### src/rtl/multicycle_ctrl_fsm.sv
// Multi-cycle RV32 control sequencer: steps each instruction through FETCH/DECODE/EXEC/MEM/WB,
// drives datapath strobes and mux selects, counts retired instructions, traps on bad opcode or memory timeout.
module multicycle_ctrl_fsm #(
    parameter int MEM_TIMEOUT = 16,
    parameter int CNT_W       = 32
) (
    input  logic             clk,
    input  logic             rst_n,
    input  logic [6:0]       opcode,
    input  logic             zero,
    input  logic             mem_ready,
    output logic             pc_write,
    output logic             pc_src,
    output logic             ir_write,
    output logic             mem_read,
    output logic             mem_write,
    output logic             i_or_d,
    output logic             alu_src_a,
    output logic [1:0]       alu_src_b,
    output logic [1:0]       alu_op,
    output logic             reg_write,
    output logic             mem_to_reg,
    output logic [CNT_W-1:0] retired,
    output logic             illegal,
    output logic             bus_err,
    output logic [2:0]       state
);

    typedef enum logic [2:0] {
        S_FETCH  = 3'd0,
        S_DECODE = 3'd1,
        S_EXEC   = 3'd2,
        S_MEM    = 3'd3,
        S_WB     = 3'd4,
        S_BRANCH = 3'd5,
        S_TRAP   = 3'd6,
        S_UNUSED = 3'd7
    } state_t;

    localparam logic [6:0] OP_R    = 7'b0110011;
    localparam logic [6:0] OP_I    = 7'b0010011;
    localparam logic [6:0] OP_LOAD = 7'b0000011;
    localparam logic [6:0] OP_STORE= 7'b0100011;
    localparam logic [6:0] OP_BR   = 7'b1100011;

    localparam int              WAIT_W     = (MEM_TIMEOUT > 1) ? $clog2(MEM_TIMEOUT + 1) : 1;
    localparam logic [WAIT_W-1:0] WAIT_LIMIT = WAIT_W'((MEM_TIMEOUT > 0) ? MEM_TIMEOUT - 1 : 0);

    state_t             r_state;
    state_t             w_next;
    logic [CNT_W-1:0]   r_retired;
    logic               r_illegal;
    logic               r_bus_err;
    logic [WAIT_W-1:0]  r_wait_cnt;

    logic w_retire;
    logic w_set_illegal;
    logic w_set_bus_err;
    logic w_timeout;
    logic w_is_r;
    logic w_is_load;
    logic w_is_store;

    assign w_is_r     = (opcode == OP_R);
    assign w_is_load  = (opcode == OP_LOAD);
    assign w_is_store = (opcode == OP_STORE);
    // Fires on the wait cycle that would bring the count up to MEM_TIMEOUT.
    assign w_timeout  = (MEM_TIMEOUT != 0) && (r_wait_cnt == WAIT_LIMIT);

    // NOTE: every signal driven here gets a default first so no path leaves one unassigned (no latch).
    always_comb begin
        w_next        = r_state;
        w_retire      = 1'b0;
        w_set_illegal = 1'b0;
        w_set_bus_err = 1'b0;
        pc_write      = 1'b0;
        pc_src        = 1'b0;
        ir_write      = 1'b0;
        mem_read      = 1'b0;
        mem_write     = 1'b0;
        i_or_d        = 1'b0;
        alu_src_a     = 1'b0;
        alu_src_b     = 2'b00;
        alu_op        = 2'b00;
        reg_write     = 1'b0;
        mem_to_reg    = 1'b0;

        case (r_state)
            S_FETCH: begin
                mem_read  = 1'b1;
                alu_src_b = 2'b01;
                if (mem_ready) begin
                    ir_write = 1'b1;
                    pc_write = 1'b1;
                    w_next   = S_DECODE;
                end else if (w_timeout) begin
                    w_next        = S_TRAP;
                    w_set_bus_err = 1'b1;
                end
            end
            S_DECODE: begin
                alu_src_b = 2'b10;
                if (w_is_r || (opcode == OP_I) || w_is_load || w_is_store) begin
                    w_next = S_EXEC;
                end else if (opcode == OP_BR) begin
                    w_next = S_BRANCH;
                end else begin
                    w_next        = S_TRAP;
                    w_set_illegal = 1'b1;
                end
            end
            S_EXEC: begin
                alu_src_a = 1'b1;
                alu_src_b = w_is_r ? 2'b00 : 2'b10;
                alu_op    = w_is_r ? 2'b10 : 2'b00;
                w_next    = (w_is_load || w_is_store) ? S_MEM : S_WB;
            end
            S_MEM: begin
                i_or_d    = 1'b1;
                mem_read  = w_is_load;
                mem_write = !w_is_load;
                if (mem_ready) begin
                    if (w_is_load) begin
                        w_next = S_WB;
                    end else begin
                        w_next   = S_FETCH;
                        w_retire = 1'b1;
                    end
                end else if (w_timeout) begin
                    w_next        = S_TRAP;
                    w_set_bus_err = 1'b1;
                end
            end
            S_WB: begin
                reg_write  = 1'b1;
                mem_to_reg = w_is_load;
                w_next     = S_FETCH;
                w_retire   = 1'b1;
            end
            S_BRANCH: begin
                alu_src_a = 1'b1;
                alu_op    = 2'b01;
                pc_src    = 1'b1;
                pc_write  = zero;
                w_next    = S_FETCH;
                w_retire  = 1'b1;
            end
            S_TRAP:  w_next = S_TRAP;
            default: w_next = S_FETCH;
        endcase

        // Reset gates the strobes combinationally so an in-flight request drops immediately.
        if (!rst_n) begin
            pc_write   = 1'b0;
            pc_src     = 1'b0;
            ir_write   = 1'b0;
            mem_read   = 1'b0;
            mem_write  = 1'b0;
            i_or_d     = 1'b0;
            alu_src_a  = 1'b0;
            alu_src_b  = 2'b00;
            alu_op     = 2'b00;
            reg_write  = 1'b0;
            mem_to_reg = 1'b0;
        end
    end

    // NOTE: sequential state uses non-blocking assignments so every register samples pre-edge values.
    always_ff @(posedge clk) begin
        if (!rst_n) begin
            r_state    <= S_FETCH;
            r_retired  <= '0;
            r_illegal  <= 1'b0;
            r_bus_err  <= 1'b0;
            r_wait_cnt <= '0;
        end else begin
            r_state <= w_next;
            if (w_retire)      r_retired <= r_retired + CNT_W'(1);
            if (w_set_illegal) r_illegal <= 1'b1;
            if (w_set_bus_err) r_bus_err <= 1'b1;
            if ((w_next != r_state) || mem_ready || !((r_state == S_FETCH) || (r_state == S_MEM)))
                r_wait_cnt <= '0;
            else
                r_wait_cnt <= r_wait_cnt + WAIT_W'(1);
        end
    end

    assign retired = r_retired;
    assign illegal = r_illegal;
    assign bus_err = r_bus_err;
    assign state   = r_state;

endmodule
### config.mk
export PLATFORM = sky130hd
export DESIGN_NAME = multicycle_ctrl_fsm
export DESIGN_NICKNAME = d
export VERILOG_FILES = /design/src/rtl/multicycle_ctrl_fsm.sv
export SDC_FILE = /design/constraint.sdc
export NUM_CORES = 1
export LEC_CHECK = 0
export BUFFER_PORTS_ARGS = -buffer_cell sky130_fd_sc_hd__clkbuf_2
export CAP_MARGIN = 25
export CELL_PAD_IN_SITES_DETAIL_PLACEMENT = 0
export CELL_PAD_IN_SITES_GLOBAL_PLACEMENT = 1
export CORE_MARGIN = 2
export CORE_UTILIZATION = 38
export CTS_CLUSTER_SIZE = 16
export DETAILED_ROUTE_END_ITERATION = 6
export HOLD_SLACK_MARGIN = 0.1
export PLACE_DENSITY_LB_ADDON = 0.1
export SLEW_MARGIN = 20
export SYNTH_ARGS = -nofsm -noshare
export SYNTH_HDL_FRONTEND = slang
export SYNTH_SLANG_ARGS = --single-unit
### constraint.sdc
create_clock -name clk -period 2.4 [get_ports clk]
set_input_delay 0.24 -clock clk [delete_from_list [all_inputs] [get_ports clk]]
set_output_delay 0.24 -clock clk [all_outputs]
set_load 0.01 [all_outputs]
Word level (Yosys, flattened, before mapping)

Cells that the tools add are included.

Add/sub/neg operators: 2
Equal/unequal tests: 13
Multiplexer cells: 42
Bitwise logic cells: 1
Reductions and logical operators: 14

Operators by type and width:

| operator                | number |
|---|---|
| $add A32 B1 Y32 const B | 1 |
| $mux W1                 | 25 |
| $mux W3                 | 6 |
| $pmux W3 S5             | 1 |
| $eq A7 B6 Y1 const B    | 2 |
| $mux W2                 | 5 |
| $eq A3 B3 Y1 const B    | 3 |
| $reduce_or A2 Y1        | 4 |
| $eq A7 B2 Y1 const B    | 1 |
| $eq A7 B5 Y1 const B    | 1 |
| $eq A7 B7 Y1 const B    | 1 |
| $logic_or A1 B1 Y1      | 7 |
| $eq A3 B2 Y1 const B    | 2 |
| $pmux W1 S2             | 3 |
| $pmux W2 S3             | 1 |
| $add A5 B1 Y5 const B   | 1 |
| $eq A5 B4 Y1 const B    | 1 |
| $pmux W2 S2             | 1 |
| $eq A3 B1 Y1 const B    | 1 |
| $logic_not A3 Y1        | 1 |
| $ne A3 B3 Y1            | 1 |
| $logic_not A1 Y1        | 2 |
| $not A1 Y1              | 1 |

Register bits: 42
Bits of input ports: 11
Output and inout port bits: 50

Depth between registers and ports, before layout

Gate-level depths: netlist of run 1.

Depth in word-level cells: 10
Depth in mapped cells: 8
Mapped depth without buffers: 8

Worst setup path before layout of run 1

OpenSTA, ideal clock, no wires.

Path type: flip-flop to flip-flop
From: reg r_wait_cnt[0]
To: reg r_state[2], in the netlist state[2]
Library setup time: 0.086 ns
Arrival: 1.770 ns
Data required time: 2.314 ns
Setup slack: 0.545 ns
Cell stages (with the launch flop): 9
Buffers on the path: 0
Path through: dfxtp_1 > ha_1 > and3_1 > ha_1 > nor2b_1 > o221ai_1 > a22oi_1 > nor2_1 > a211oi_1

Cells in the longest elaborated chain, start to end: 4
Elaborated cells on any way between the ends: 5

RTL lines:

| what                              | line    | source |
|---|---|---|
| start, declared                   | 54      | `logic [WAIT_W-1:0] r_wait_cnt;` |
| start signal, assigned            | 184     | `r_wait_cnt <= r_wait_cnt + WAIT_W'(1);` |
| $eq A5 B4 Y1 (*)                  | 68      | `assign w_timeout = (MEM_TIMEOUT != 0) && (r_wait_cnt == WAIT_LIMIT);` |
| $mux W3 (*)                       | 96, 129 |  |
| $mux W3, on equally long branches | 122, 92 |  |
| $pmux W3 S5 (*)                   | 88      | `case (r_state)` |
| end signal, assigned              | 177     | `r_state <= w_next;` |
| end, declared                     | 49      | `state_t r_state;` |

Mark *: on every way between the ends. The rest lies on a longest branch, timed or not.
A chain may end at the register's enable or synchronous reset.

Worst setup path after layout of run 1

From: reg r_state[1], in the netlist state[1]
To: out pc_write

Cells in the longest elaborated chain, start to end: 3
Elaborated cells on any way between the ends: 4

RTL lines:

| what                                                    | line | source |
|---|---|---|
| $eq A3 B3 Y1 / $logic_not A3 Y1 (equally long branches) | 88   |  |
| $pmux W1 S2 (*)                                         | 88   |  |
| $mux W1 (*)                                             | 153  | `if (!rst_n) begin` |
| end, declared                                           | 12   | `output logic pc_write,` |

Marked as above.

==> run_results.csv, run 1 <==
group,metric,value,unit
cts,cts_resized,0,
floorplanning,start_util,38.8,%
layout,area_growth,21.2,%
power_and_ir_drop,p_switching,0.384,mW
synthesis,synthesis.nets,281,
synthesis,synth_area_leaders,"dfxtp_1 (37%), a21oi_1 (5.5%), or3_1 (4.7%)",
sta,setup_viol,0,
global_routing,antenna_found_initial,0,
critical_path,path_max_fanout,15,
floorplanning,io_pins,61,
cts,clk_pin_slew,80,ps
route,wl_per_cell,13.5,µm
layout,seqCellArea,841,µm²
route,totalWireLength,5460,µm
sta,fin_tns_setup,0,ps
synthesis,synthXorXnorAreaFrac,4.65,%
floorplanning,die_h,81.1,µm
sta,rsz0062_at_grt,"false",
synthesis,seq_area_frac_synth,37.2,%
synthesis,synthArstFlopShare,0,%
power_and_ir_drop,power_frac_clock,35.0,%
global_routing,grt_pass1_vias,1906,
status,status,"completed",
critical_path,crit_required,2160,ps
layout,drive_gt1_share,27.3,%
route,wl_met1,2540,µm
synthesis,ys_seq_elements,42,
power_and_ir_drop,ir_drop,0.259,mV
cts,htreeDepth,2,
cts,postCtsHoldBufs,0,
synthesis,synthCells,267,
synthesis,synth.most_common_cell,"dfxtp_1",
sta,max-slew-margin-rel,63.5,%
place,post-dp-hpwl,3920,µm
synthesis,yosysTopAreaCellShare,37.2,%
sta,skew,5.21,ps
power_and_ir_drop,cellPowerDensity,510,nW/µm²
sta,finalHoldViolations,0,
critical_path,crit_arrival,1850,ps
global_routing,grtUsageTotal,17.6,%
synthesis,synth_edf_count,0,
global_routing,grt_pass1_wl,9100,µm
layout,fillCellCount,617,
sta,setup_ws,313,ps
floorplanning,die_w,81.1,µm
worst_hold_path,worstHoldPathType,"in2reg",
cts,cts_buffer_depth,2,
route,route.met2.wl,2620,µm
floorplanning,core,5820,µm²
power_and_ir_drop,internal_power,1.01,mW
floorplanning,die-area,6580,µm²
synthesis,synth_top_family_by_area,"simple AND/OR/NAND/NOR gates",
critical_path,crit_buf_inv,1,
sta,tightest_slew,534,ps
global_routing,grt_max_degree,34,
place,post-place-ws,392,ps
route,drt_first_pass_iters,4,
route,top_layer,"met4",
route,postRouteAntennaNets,0,
route,dr.first_iter.drc_count,78,
cts,cts_sinks,42,
synthesis,synth_common_cells,"dfxtp_1 (42), nor2_1 (27), a21oi_1 (25)",
synthesis,synth_flop_cell,"dfxtp_1",
synthesis,yosysUniqueCellTypes,54,
synthesis,synthAdderAreaFrac,1.66,%
synthesis,yosys_warnings,0,
critical_path,cp-end-kind,"output port",
route,dr_wl_met3,226,µm
cts,cts_buffers,5,
critical_path,crit_type,"reg2out",
layout,nets,343,
critical_path,crit_chain,"and2b_2 -> and3_1 -> a21o_1 -> clkbuf_2",
synthesis,synth_mux_area_share,0,%
power_and_ir_drop,switching_share,27.5,%
sta,timing.fmax,479,MHz
power_and_ir_drop,combPwrFrac,12.9,%
place,io_buffer_count,60,
global_routing,grt-ovfl-total,0,
synthesis,synth_compound_area_share,22.9,%
critical_path,max_stage_delay,610,ps
critical_path,cp-start-kind,"register",
synthesis,synth-simple-area-share,29.4,%
layout,multi_input_area,1320,µm²
synthesis,synth_largest_area_cell,"dfxtp_1",
place,gp_congestion,0.796,
synthesis,synth_area,2260,µm²
floorplanning,num_rows,28,
cts,cts_root_buffer,"clkbuf_8",
cts,cts_tree,"yes",
sta,min_period,2090,ps
route,drc,0,
critical_path,path_delay_family,"simple AND/OR/NAND/NOR gates",
power_and_ir_drop,p_seq_share,52.2,%
sta,timing.final.crit_share,86.9,%
sta,slew_violations,0,
route,routed_via_density,5.36,
synthesis,avgSynthCellArea,8.46,µm²
run,drv_cap,0,
cts,clk_latency,300,ps
route,num_vias,2169,
critical_path,slowest_stage,"dfxtp_1",
cts,cts_setup_buffers,0,
layout,antennaDiodeCount,0,
critical_path,r2r_setup_slack,360,ps
power_and_ir_drop,p_leak,1.05,nW
through the flow:
stage               total power, mW  area (µm²)  util (%)  hold WS [ps]  cells
finish                         1.40        2740      47.1           261    405
floorplan                     0.855        2260         -           358    267
CTS                            1.42        2740      47.1           261    405
detailed placement            0.924        2640      45.4           463    397
global route                   1.46        2740      47.1           274    405
global placement              0.924        2640      45.4           445    397
kinds of logic (layout without fill, tap and decap cells):
kind of cell / Yosys count / count (layout)
fa+ha+maj: 3 / 3
simple gates: 113 / 113
xor+xnor: 12 / 12
compound gates: 77 / 77
buf+inv: 20 / 83
flops: 42 / 42
flip-flops by register name, summed over array words and instances (netlist names):
| name | flops |
|---|---|
| bus_err | 1 |
| illegal | 1 |
| r_wait_cnt | 5 |
| retired | 32 |
| state | 3 |
cell type report:
cell class                 instances  area share, %
timing repair buffer              67           12.9
clock buffer                       6           3.02
clock inverter                     2          0.457
sequential                        42           30.7
inverter                           8           1.10
tap                               75           3.43
multi-input combinational        205           48.4
metal layers:
| metal | vias up | GRT usage (%) |
|---|---|---|
| met3 | 6 | 4.33 |
| li1 | 1118 | - |
| met1 | 995 | 22.0 |
| met5 | - | 0 |
| met4 | 0 | 5.25 |
| met2 | 50 | 30.1 |
placed cells by master (no fill, tap or decap), types with 2 or more instances in the layout:
master and count:
or4_1 3, nand4_1 5, and4_1 2, o2111ai_1 2, o31ai_1 3, o211ai_1 3
and2_1 2, o21a_1 6, a31oi_1 3, buf_4 7, nand3_1 6, o21ai_0 21
nor3_1 7, clkbuf_2 60, nor2b_1 4, nand2b_1 3, or3_1 17, nor4_1 4
dfxtp_1 42, clkbuf_8 6, ha_1 3, nor2_1 27, and3_1 4, nand2_1 14
xor2_1 9, or2_2 2, a21oi_1 25, xnor2_1 3, inv_1 7, a211oi_1 3
and4_4 2
worst register-to-register path: stages (launching register included):
cell and delay (ps):
dfxtp_1 610, nand4b_1 220, a21oi_4 320, o211ai_2 260, or3_1 410, a21oi_1 160
power groups by stage:
stage                     Combinational, mW  Clock, mW  Sequential (mW)
after detailed placement              0.180          0            0.744
after CTS                             0.181      0.507            0.728
after global placement                0.181          0            0.743
final                                 0.180      0.488            0.728
after floorplan                       0.114          0            0.741
after global routing                  0.200      0.531            0.731
final timing paths:
path / from / endpoint / cells past startpoint
max reg2reg: state[1] / retired[14] / 5
max: state[1] / pc_write / 4
min: rst_n / retired[5] / 2
min reg2reg: r_wait_cnt[0] / r_wait_cnt[0] / 1
No activity file was read; power rests on OpenSTA's default activity.
==> run 2: changes to the inputs <==
- CORE_UTILIZATION: 38 -> 40
- CTS_BUF_LIST: not set -> sky130_fd_sc_hd__clkbuf_4 sky130_fd_sc_hd__clkbuf_8
- GPL_TIMING_DRIVEN: not set -> 0
- HOLD_SLACK_MARGIN: 0.1 -> 0.15
==> run_results.csv, run 2 (synthesis gave the netlist of run 1 again) <==
group,metric,value,unit
status,status,"completed",
cts,cts_tree,"yes",
sta,max-slew-margin-rel,60.0,%
place,post-dp-hpwl,4040,µm
sta,timing.final.crit_share,90.6,%
floorplanning,die_w,79.1,µm
route,drc,0,
sta,timing.fmax,460,MHz
floorplanning,core,5470,µm²
global_routing,grt_pass1_wl,9230,µm
layout,area_growth,20.8,%
layout,largest_register_ffs,32,
power_and_ir_drop,internal_power,0.997,mW
run,drv_cap,0,
cts,cts_sinks,42,
route,num_vias,2177,
layout,antennaDiodeCount,0,
route,drt_first_pass_iters,4,
critical_path,cp-end-kind,"output port",
global_routing,antenna_found_initial,0,
critical_path,cp-start-kind,"register",
sta,tightest_slew,596,ps
cts,cts_buffers,5,
place,dp.cells,398,
floorplanning,num_rows,27,
layout,finalNonFillerCells,403,
cts,clk_latency,290,ps
power_and_ir_drop,p_seq_share,53.2,%
power_and_ir_drop,ir_drop,0.294,mV
floorplanning,die-area,6260,µm²
power_and_ir_drop,total_power,1.36,mW
power_and_ir_drop,p_switching,0.362,mW
critical_path,path_max_fanout,10,
place,place_area,2640,µm²
route,totalWireLength,5470,µm
critical_path,crit_type,"reg2out",
place,gp_congestion,0.868,
cts,postCtsHoldBufs,0,
power_and_ir_drop,combPwrFrac,13.5,%
sta,finalHoldViolations,0,
sta,fin_tns_setup,0,ps
floorplanning,die_h,79.1,µm
global_routing,grt_max_degree,12,
sta,rsz0062_at_grt,"false",
place,io_buffer_count,59,
critical_path,crit_arrival,1930,ps
cts,clk_pin_slew,70,ps
floorplanning,io_pins,61,
sta,setup_viol,0,
route,routed_via_density,5.40,
global_routing,grt_pass1_vias,1982,
cts,htreeDepth,2,
layout,final_cell_mix,"clkbuf_2 (59), dfxtp_1 (42), nor2_1 (27)",
layout,final_common_cell,"clkbuf_2",
global_routing,grtUsageTotal,18.3,%
global_routing,grt-ovfl-total,0,
route,wl_per_cell,13.6,µm
sta,min_period,2170,ps
route,postRouteAntennaNets,0,
layout,nets,346,
floorplanning,start_util,41.3,%
sta,slew_violations,0,
layout,drive_gt1_share,25.7,%
power_and_ir_drop,p_leak,1.03,nW
layout,design_area,2730,µm²
cts,cts_root_buffer,"clkbuf_8",
worst_hold_path,worstHoldPathType,"in2reg",
sta,skew,6.71,ps
critical_path,crit_required,2160,ps
cts,cts_buffer_depth,2,
power_and_ir_drop,switching_share,26.6,%
route,dr.first_iter.drc_count,99,
power_and_ir_drop,power_frac_clock,33.3,%
power_and_ir_drop,cellPowerDensity,498,nW/µm²
-- run 2: changes by cell type in the layout (fill, tap and decap cells not counted), sizes merged --
| cell | previous run | this run |
|---|---|---|
| clkbuf | 66 | 72 |
| clkinv | 2 | 1 |
| clkinvlp | 1 | 0 |
| buf | 7 | 4 |
-- run 2: critical path, cell delays in order, from the launching register on --
cell and delay (ps):
dfxtp_1 370, clkbuf_1 340, clkbuf_1 390, and3_1 290, a21o_1 130, clkbuf_2 120
-- run 2: what timing repair did --
action | 4_1_cts | 5_1_grt
setup buffers | 0 | 0
endpoints found under the setup margin | 0 | 2
gates resized for setup | 0 | 1
-- run 2: area by class of cell --
cell class                      count  area (µm²)
Buffer                             11        60.1
Fill cell                         582        2750
Tap cell                           72        90.1
Multi-Input combinational cell    205        1330
Inverter                            8        30.0
Sequential cell                    42         841
Clock buffer                        6        82.6
Timing Repair Buffer               59         295
-- run 2: routing by layer --
metal / vias up / track usage, % / part of all wire [%]
met5: - / 0 / 0
met4: 0 / 5.17 / 1.2
met3: 6 / 3.86 / 4.0
met2: 48 / 30.1 / 46
met1: 1005 / 24.2 / 49
li1: 1118 / - / -
-- run 2: final timing paths --
check                                    from       endpoint  cells after the start  slack, ps
worst min-delay path                    rst_n     retired[5]                      2        280
worst min register to register  r_wait_cnt[0]  r_wait_cnt[0]                      1        460
worst max register to register  r_wait_cnt[0]       state[2]                      8        300
worst max-delay path                 state[0]       pc_write                      5        230
-- run 2: stage by stage --
stage | utilization, % | hold slack (ps) | worst slack, ps
floorplan | - | 358 | 545
global placement | 48.3 | 451 | 223
detailed placement | 48.3 | 456 | 209
CTS | 49.8 | 275 | 146
global route | 49.8 | 291 | 73.5
finish | 49.8 | 276 | 226
-- run 2: power groups by stage --
| stage | clock (mW) | combinational (mW) | sequential [mW] |
|---|---|---|---|
| 3_3_place_gp | 0 | 0.182 | 0.740 |
| 3_5_place_dp | 0 | 0.182 | 0.739 |
| 2_1_floorplan | 0 | 0.114 | 0.741 |
| 5_1_grt | 0.494 | 0.207 | 0.725 |
| 6_report | 0.453 | 0.183 | 0.723 |
| 4_1_cts | 0.468 | 0.183 | 0.723 |
==> run 3: changes to the inputs <==
- CELL_PAD_IN_SITES_DETAIL_PLACEMENT: 0 -> not set
- CELL_PAD_IN_SITES_GLOBAL_PLACEMENT: 1 -> not set
- PLACE_DENSITY_LB_ADDON: 0.1 -> not set
==> run_results.csv, run 3 (synthesis gave the netlist of run 1 again) <==
group,metric,value,unit
place,io_buffer_count,59,
sta,max-slew-margin-rel,57.4,%
run,drv_cap,0,
cts,cts_buffers,5,
sta,rsz0062_at_grt,"false",
cts,postCtsHoldBufs,0,
route,wl_per_cell,13.3,µm
floorplanning,die_h,79.1,µm
critical_path,cp-end-kind,"output port",
layout,fillCellCount,560,
route,routed_via_density,5.40,
cts,cts_buffer_depth,2,
sta,finalHoldViolations,0,
sta,timing.fmax,450,MHz
place,place_area,2640,µm²
critical_path,crit_type,"reg2out",
layout,final_cell_mix,"clkbuf_2 (59), dfxtp_1 (42), nor2_1 (27)",
floorplanning,die_w,79.1,µm
sta,hold_ws,277,ps
route,drc,0,
sta,fin_tns_setup,0,ps
sta,slew_violations,0,
floorplanning,core,5470,µm²
status,status,"completed",
sta,setup_ws,176,ps
route,num_vias,2192,
critical_path,cp-start-kind,"register",
route,postRouteAntennaNets,0,
cts,cts_sinks,42,
layout,final_common_cell,"clkbuf_2",
power_and_ir_drop,cellPowerDensity,507,nW/µm²
global_routing,antenna_found_initial,0,
cts,htreeDepth,2,
global_routing,grt_pass1_wl,9090,µm
sta,tightest_slew,633,ps
place,post-place-ws,200,ps
power_and_ir_drop,ir_drop,0.244,mV
worst_hold_path,worstHoldPathType,"in2reg",
sta,timing.final.crit_share,92.7,%
global_routing,grt-ovfl-total,0,
cts,clk_pin_slew,80,ps
sta,min_period,2220,ps
layout,antennaDiodeCount,0,
route,totalWireLength,5400,µm
cts,cts_setup_buffers,0,
critical_path,crit_required,2160,ps
floorplanning,start_util,41.3,%
cts,cts_tree,"yes",
global_routing,grt_pass1_vias,1950,
route,dr.first_iter.drc_count,70,
cts,clk_latency,290,ps
floorplanning,io_pins,61,
sta,setup_viol,0,
sta,skew,8.56,ps
global_routing,grtUsageTotal,17.9,%
layout,drive_gt1_share,26.0,%
floorplanning,die-area,6260,µm²
global_routing,grt_max_degree,14,
place,gp_congestion,0.883,
floorplanning,num_rows,27,
critical_path,crit_arrival,1980,ps
layout,finalNonFillerCells,406,
route,drt_first_pass_iters,4,
layout,largest_register_ffs,32,
place,post-dp-hpwl,3990,µm
critical_path,path_max_fanout,10,
cts,cts_root_buffer,"clkbuf_8",
layout,area_growth,21.5,%
layout,design_area,2740,µm²
layout,nets,347,
place,dp.cells,398,
power_and_ir_drop,p_leak,1.04,nW
==> run 3: cell types whose count changed in the layout (fill, tap and decap cells not counted), sizes merged <==
cell	before	now
clkbuf	72	73
clkinv	1	2
clkinvlp	0	1
==> run 3: routing by layer <==
| layer | vias to the layer above | track usage [%] | wire (µm) |
|---|---|---|---|
| met5 | - | 0 | 0 |
| met4 | 0 | 5.17 | 36 |
| met3 | 2 | 3.52 | 224 |
| met2 | 52 | 29.2 | 2550 |
| met1 | 1019 | 24.2 | 2590 |
| li1 | 1119 | - | - |
==> run 3: path summary, 6_finish.rpt <==
check,from,endpoint,slack [ps],depth (start not counted)
max,state[2],mem_to_reg,180,5
max reg2reg,r_wait_cnt[0],state[2],260,8
min reg2reg,illegal,illegal,490,2
min,rst_n,retired[5],280,2
==> run 3: power breakdown <==
group	total [mW]	internal (mW)	switching, mW	leakage [nW]
registers	0.724	0.710	0.0144	0.339
clock network	0.482	0.232	0.251	0.0472
logic	0.185	0.0663	0.118	0.652
==> run 3: cell type report <==
cell class              instances  area, µm²  area share (%)
clock buffers                   6       82.6            3.01
well taps                      72       90.1            3.28
clock inverters                 2       12.5           0.456
flip-flops and latches         42        841            30.6
plain buffers                  12       63.8            2.33
repair buffers                 59        295            10.8
inverters                       8       30.0            1.09
multi-input cells             205       1330            48.4
==> run 3: per-stage QoR <==
step | power [mW] | utilization (%)
after floorplan | 0.855 | -
after global placement | 0.920 | 48.3
after detailed placement | 0.920 | 48.3
after CTS | 1.40 | 50.0
after global routing | 1.45 | 50.1
final | 1.39 | 50.1
==> run 3: critical path, stage by stage (launching register included) <==
cell and delay (ps):
dfxtp_1 440, and2b_2 300, clkbuf_1 390, nor2b_1 230, nor3b_1 190, clkbuf_2 160
==> run 3: timing repair <==
action / in CTS / in global routing
setup endpoints to repair: 0 / 1
resized for setup: 0 / 1
endpoints found under the hold margin: 0 / 0
